File: src/rtl/msk_and_hpc3_cross_pipe.sv
// ---------------------------------------------------------------------------
// msk_and_hpc3_cross_pipe
//
// Purpose:
//    W-bit-wide, d-share masked AND that computes only the HPC3 cross-domain
//    terms, i.e. per bit lane the sharing of XOR over i!=j of a_i & b_j.
//    The same-domain terms a_i & b_i are added by the caller to form the full
//    product. A single register stage sits behind a valid/ready handshake, so
//    the block can stall inside a pipelined datapath without losing results.
//
// Ports:
//    clk        clock, all state updates on the rising edge
//    rst        synchronous reset, active-high
//    in_valid   ina/inb/rnd carry a transfer this cycle
//    in_ready   block can accept a transfer this cycle
//    ina        sharing of a, share i of lane k at bit i*W+k
//    inb        sharing of b, same layout as ina
//    rnd        fresh randomness, lane k uses rnd[k*d*(d-1) +: d*(d-1)],
//               lower half is rnd0, upper half is rnd1
//    out_valid  out holds a result
//    out_ready  consumer takes out this cycle
//    out        cross-term sharing, same layout as ina
// ---------------------------------------------------------------------------
module msk_and_hpc3_cross_pipe #(
   parameter int d = 2,
   parameter int W = 1
) (
   input  logic                   clk,
   input  logic                   rst,
   input  logic                   in_valid,
   output logic                   in_ready,
   input  logic [W*d-1:0]         ina,
   input  logic [W*d-1:0]         inb,
   input  logic [W*d*(d-1)-1:0]   rnd,
   output logic                   out_valid,
   input  logic                   out_ready,
   output logic [W*d-1:0]         out
);

   localparam int hpc3rnd = d*(d-1);
   localparam int nPairs  = hpc3rnd/2;
   localparam int nSlots  = W*d*(d-1);

   // One u/v register pair per ordered (lane, share i, peer j != i). Slots are
   // packed densely: lane k, share i owns slots (k*d+i)*(d-1) .. +d-2, with
   // peers j<i first and peers j>i shifted down by one to skip the diagonal.
   logic [nSlots-1:0] u_q;
   logic [nSlots-1:0] u_d;
   logic [nSlots-1:0] v_q;
   logic [nSlots-1:0] v_d;
   logic [nSlots-1:0] term;
   logic [W*d-1:0]    aprev_q;
   logic              outValid_q;
   logic              accept;

   assign in_ready  = !outValid_q || out_ready;
   assign accept    = in_valid && in_ready;
   assign out_valid = outValid_q;

   // Per-slot next-state values and registered output terms.
   // The pair (i,j) shares r0/r1 with (j,i), so the r0 and r1 contributions of
   // the two mirrored slots cancel when all output shares are recombined.
   // u and v only ever combine one share with randomness, and the output is
   // built purely from registers, so no input glitch reaches out.
   for (genvar k = 0; k < W; k++) begin : gLane
      for (genvar i = 0; i < d; i++) begin : gShare
         localparam int base = (k*d + i)*(d-1);
         for (genvar j = 0; j < d; j++) begin : gPeer
            if (j != i) begin : gCross
               localparam int lo   = (i < j) ? i : j;
               localparam int hi   = (i < j) ? j : i;
               localparam int pIdx = lo*d - lo*(lo+1)/2 + (hi-1-lo);
               localparam int slot = base + ((j < i) ? j : j-1);
               assign u_d[slot]  = (~ina[i*W+k] & rnd[k*hpc3rnd + pIdx])
                                   ^ rnd[k*hpc3rnd + nPairs + pIdx];
               assign v_d[slot]  = inb[j*W+k] ^ rnd[k*hpc3rnd + pIdx];
               assign term[slot] = u_q[slot] ^ (aprev_q[i*W+k] & v_q[slot]);
            end
         end
         assign out[i*W+k] = ^term[base +: d-1];
      end
   end

   // Masked operand registers: they load only when a transfer is accepted and
   // otherwise hold, which keeps out stable during backpressure. Reset clears
   // them so out reads as all zeros after reset.
   always_ff @(posedge clk) begin
      if (rst) begin
         u_q     <= '0;
         v_q     <= '0;
         aprev_q <= '0;
      end else if (accept) begin
         u_q     <= u_d;
         v_q     <= v_d;
         aprev_q <= ina;
      end
   end

   // Output valid flag: an accept always leaves a fresh result behind, even
   // when the previous one leaves in the same cycle; a plain output transfer
   // empties the stage. Reset wins over a simultaneous accept.
   always_ff @(posedge clk) begin
      if (rst) begin
         outValid_q <= 1'b0;
      end else if (accept) begin
         outValid_q <= 1'b1;
      end else if (out_ready) begin
         outValid_q <= 1'b0;
      end
   end

endmodule

File: config.mk
export PLATFORM = sky130hd
export DESIGN_NAME = msk_and_hpc3_cross_pipe
export DESIGN_NICKNAME = d
export VERILOG_FILES = /design/src/rtl/msk_and_hpc3_cross_pipe.sv
export SDC_FILE = /design/constraint.sdc
export NUM_CORES = 1
export LEC_CHECK = 0
export CAP_MARGIN = 20
export CORE_AREA = 4 4 41 43
export CTS_CLUSTER_DIAMETER = 30
export CTS_CLUSTER_SIZE = 8
export DETAILED_ROUTE_END_ITERATION = 12
export DIE_AREA = 0 0 45 47
export DONT_BUFFER_PORTS = 1
export PLACE_DENSITY_LB_ADDON = 0.1
export SETUP_SLACK_MARGIN = 0.05
export SLEW_MARGIN = 20
export SYNTH_ARGS = -nofsm -noshare
export SYNTH_HDL_FRONTEND = slang
export SYNTH_SLANG_ARGS = --single-unit
File: constraint.sdc
create_clock -name clk -period 1.1 [get_ports clk]
set_input_delay 0.22 -clock clk [delete_from_list [all_inputs] [get_ports clk]]
set_output_delay 0.22 -clock clk [all_outputs]
set_load 0.03 [all_outputs]
==> impl_metrics.yaml, run 1 <==
sta:
  fin_crit_sh: 1.07
  skew_ns: 0.00161
  setup_viol: 3
  whs_ns: 0.0208
  fin_ws_ns: -0.0735
  fmax_mhz: 852
  min_period_ns: 1.17
  finalHoldViolCount: 0
  worstMarginPinSlew_ns: 0.176
  slew_violations: 0
  slew_headroom: 0.882
  rsz0062_at_grt: "true"
detailed_routing:
  wire_per_inst_um: 12.5
  dr.pass1.iters: 1
  vias_per_cell: 4.61
  drc_errors: 0
  ant_nets: 0
  first_iter_violations: 0
  vias: 286
  finalWirelength_um: 772
clocking:
  clk_pin_slew_worst_paths_ns: 0.05
  clk_latency_ns: 0.25
  clk_root_buffer_cell: "clkbuf_4"
  cts_sinks: 7
  htreeDepth: 1
  cts_tree: "yes"
  cts_made_buffers: 3
  clockBufferDepth: 2
place:
  numPortBuffers: 0
  gp_congestion: 0.674
  hpwlAfterDp_um: 534
job:
  max_cap_violations: 0
pwr:
  p_per_area_mw_per_mm2: 1280
  max-vdd-ir-drop_mv: 0.576
  pwr-share-clk: 0.340
  swShare: 0.268
  leakage_uw: 0.000201
  seqPwrFrac: 0.433
  netSwitchingPower_uw: 182
  total_power_uw: 676
  p_int_uw: 495
  combinationalPowerShare: 0.228
min_path:
  holdCritPathClass: "input pin to flip-flop"
global_routing:
  grt_pass1_vias: 306
  grt_first_pass_wirelength_um: 1190
  grt_max_degree: 8
  grt-ovfl-total: 0
  gr-usage-all-layers: 0.0855
  antenna_found_initial: 0
critical_path:
  cpPeakStageDelay_ns: 0.33
  setup.worst_path.end_class: "output pin"
  crit_type: "flip-flop to output pin"
  cp.required_ns: 0.88
  worstPathCellList: "nor2b_4, clkinv_4, buf_12"
  critPathLaunchType: "flip-flop"
  crit_path_max_fanout: 2
  critPathSlowestCell: "dfxtp_4"
  ff2ff_setup_slack_ns: 0.04
  arrival_ns: 0.95
floorplan:
  core_region_area_mm2: 0.00130
  die_area_mm2: 0.00212
  die_h_um: 47
  rows: 13
  start_util: 0.250
  die_x_um: 45
  ios: 14
layout:
  diodes: 0
  syn_to_final_growth_pct: 61.9
  drive_gt1_frac: 0.660
  nNetsFinal: 58
  final_cell_mix: "xnor2_1, a21oi_2, a211oi_2, dfxtp_2"
synthesis:
  syn_inst: 36
  synth_nets: 46
  ys_seq_area_frac: 0.431
  synth.distinct_cells: 12
  synthesis.area_um2: 325
  synth_warnings: 0
  ys_seq_elements: 7
  syn_area_per_cell_um2: 9.04
outcome:
  failed_checks: "negative setup slack"
  outcome: "finished, violations left"
-- metal layers --
| metal | wire length, um | vias up | GRT usage |
|---|---|---|---|
| met3 | 64 | 2 | 0.0307 |
| li1 | - | 147 | - |
| met1 | 330 | 128 | 0.0801 |
| met5 | 0 | - | 0 |
| met4 | 10 | 0 | 0.105 |
| met2 | 367 | 9 | 0.133 |
-- registers in the layout (all words and copies together), names as in the netlist --
signal and flops:
aprev_q 2, u_q 2, v_q 2, out_valid 1
-- through the flow --
step	cell area (um^2)	util	cells	worst slack, ns	TNS [ns]
2_1_floorplan	349	-	36	0.0605	0
3_3_place_gp	410	0.315	55	0.129	0
3_5_place_dp	410	0.315	55	0.112	0
4_1_cts	479	0.368	61	-0.0943	-0.245
5_1_grt	527	0.405	62	-0.121	-0.411
6_report	527	0.405	62	-0.0735	-0.180
-- synth_stat cells (all sizes together) --
cell    n  share of area
nand2   2          0.023
xnor2   6           0.16
and2b   2          0.046
o21ai   2          0.031
a211oi  4          0.092
clkinv  1          0.012
nor2b   1          0.042
inv     1          0.012
nand3   2          0.031
nor2    1          0.012
dfxtp   7           0.43
a21oi   7           0.11
-- worst paths after layout --
| path | cells after the start | to | start |
|---|---|---|---|
| worst max register to register | 5 | v_q[0] | out_valid |
| worst min register to register | 2 | aprev_q[0] | aprev_q[0] |
| worst min-delay path | 1 | v_q[1] | rst |
| worst max-delay path | 3 | in_ready | out_valid |
-- repair_timing --
item,in CTS,in global routing
pin swaps,2,7
resized for setup,11,11
setup endpoints to repair,3,8
setup buffers,2,1
hold buffers,0,0
-- power groups by stage --
stage / registers [uW] / logic (uW) / clock network [uW]
after global placement: 291 / 117 / 0
after detailed placement: 291 / 117 / 0
after floorplan: 293 / 82.2 / 0
after global routing: 295 / 166 / 258
after CTS: 291 / 132 / 240
final: 293 / 154 / 230
-- worst max-delay path, delay by kind of cell (launching register included) --
family	cells	cell delay (ns)
buffers and inverters	2	0.20
DFF	1	0.33
and+or+nand+nor	1	0.17
-- layout make-up --
| type | count | area (um^2) |
|---|---|---|
| multi-input cells | 27 | 244 |
| inverters | 2 | 12.5 |
| flip-flops and latches | 7 | 149 |
| fillers | 134 | 774 |
| repair buffers | 7 | 76.3 |
| well taps | 15 | 18.8 |
| clock buffers | 4 | 26.3 |
-- cell families (layout without fill, tap and decap cells) --
logic type,after synthesis,after routing,synth area share
buffers and inverters,2,13,0.0231
XOR/XNOR,6,6,0.162
flip-flops,7,7,0.431
AND/OR/NAND/NOR,8,8,0.154
AO/OA/AOI/OAI,13,13,0.231
No activity file was read; power rests on OpenSTA's default activity.
==> inputs of run 2 (changes only) <==
- SKIP_LAST_GASP: not set -> 1
==> impl_metrics.yaml, run 2 (synthesized netlist as in run 1, its figures left out) <==
layout:
  top_regs: "aprev_q: 2 flops, u_q: 2 flops, v_q: 2 flops"
  drive_gt1_frac: 0.617
  syn_to_final_growth_pct: 58.5
  nNetsFinal: 58
  post-route-util: 0.396
  final_cell_mix: "xnor2_1, a211oi_2, a21oi_1, dfxtp_2, buf_4"
  diodes: 0
sta:
  fmax_mhz: 852
  finalSetupTns_ns: -0.194
  min_period_ns: 1.17
  fin_ws_ns: -0.0731
  setup_viol: 3
  slew_headroom: 0.881
  fin_crit_sh: 1.07
  worstMarginPinSlew_ns: 0.177
  skew_ns: 0.00319
  rsz0062_at_grt: "true"
  slew_violations: 0
  finalHoldViolCount: 0
min_path:
  worstHoldStart: "rst"
  holdCritPathClass: "input pin to flip-flop"
place:
  dp_worst_setup_slack_ns: 0.112
  gp_congestion: 0.674
  hpwlAfterDp_um: 534
  numPortBuffers: 0
global_routing:
  grt_pass1_vias: 306
  grt_max_degree: 8
  grt-ovfl-total: 0
  gr-usage-all-layers: 0.0855
  antenna_found_initial: 0
  grt_first_pass_wirelength_um: 1180
critical_path:
  cp.required_ns: 0.88
  arrival_ns: 0.95
  crit_path_max_fanout: 2
  setup.worst_path.end_class: "output pin"
  reg2reg_to: "v_q[1]"
  critPathLaunchType: "flip-flop"
  worstReg2RegStart: "out_valid"
  crit_type: "flip-flop to output pin"
  crit_end: "in_ready"
  cp-startpoint: "out_valid"
  rr_worst_depth: 5
  ff2ff_setup_slack_ns: 0.02
clocking:
  clk_root_buffer_cell: "clkbuf_4"
  cts_made_buffers: 3
  clk_latency_ns: 0.25
  clockBufferDepth: 2
  cts_tree: "yes"
  cts_sinks: 7
  clk_pin_slew_worst_paths_ns: 0.05
  hold_buffers: 0
  htreeDepth: 1
pwr:
  total_power_uw: 673
  p_per_area_mw_per_mm2: 1310
  leakage_uw: 0.000199
  max-vdd-ir-drop_mv: 0.594
detailed_routing:
  dr.pass1.iters: 4
  vias_per_cell: 4.73
  drc_errors: 0
  first_iter_violations: 2
  ant_nets: 0
  vias: 293
  wire_per_inst_um: 12.2
  finalWirelength_um: 759
floorplan:
  rows: 13
  die_x_um: 45
  start_util: 0.250
  die_h_um: 47
  ios: 14
  core_region_area_mm2: 0.00130
  die_area_mm2: 0.00212
outcome:
  outcome: "finished, violations left"
  failed_checks: "negative setup slack"
job:
  max_cap_violations: 0
[run 2: cell types whose count changed in the layout (fill, tap and decap cells not counted)]
cell     change
o21ai_0      +2
buf_4        +1
o21ai_2      -1
a21oi_1      +1
a21oi_2      -1
buf_6        -1
o21ai_1      -1
[run 2: metrics by stage]
step / instances / hold slack (ns) / instance area [um^2]
after detailed placement: 55 / 0.285 / 410
after floorplan: 36 / 0.279 / 349
after global placement: 55 / 0.287 / 410
after global routing: 62 / 0.0115 / 515
final: 62 / 0.0194 / 515
after CTS: 61 / 0.0170 / 469
[run 2: power by group]
part | switching, uW | internal (uW) | total (uW)
clock | 93.0 | 138 | 231
sequential | 17.3 | 275 | 292
combinational | 70.5 | 79.0 | 149
total | 181 | 492 | 673
[run 2: worst max-delay path, cell delays in order, from the launching register on]
cell	delay, ns
dfxtp_4	0.33
nor2b_4	0.17
clkinv_4	0.07
buf_12	0.13
[run 2: worst min-delay path by stage]
stage | to | cells past startpoint | slack [ns]
final | v_q[1] | 1 | 0.02
after global routing | v_q[0] | 1 | 0.01
after CTS | aprev_q[1] | 1 | 0.02
after detailed placement | out_valid | 1 | 0.28
after global placement | out_valid | 1 | 0.29
after floorplan | out_valid | 1 | 0.28
[run 2: timing repair]
| action | CTS | global route |
|---|---|---|
| setup endpoints to repair | 3 | 7 |
| pin swaps | 2 | 5 |
| gates cloned | 0 | 0 |
| setup buffers | 2 | 1 |
| gates resized for setup | 8 | 9 |
[run 2: per-layer routing]
metal,vias up,share of wire,track usage
met1,135,0.41,0.0801
met4,0,0.013,0.105
li1,147,-,-
met3,2,0.084,0.0307
met2,9,0.49,0.133
met5,-,0,0
[run 2: area by class of cell]
| cell class | count | area [um^2] |
|---|---|---|
| multi-input cells | 27 | 236 |
| flip-flops and latches | 7 | 149 |
| repair buffers | 7 | 72.6 |
| clock buffers | 4 | 26.3 |
| fillers | 133 | 786 |
| well taps | 15 | 18.8 |
| inverters | 2 | 12.5 |
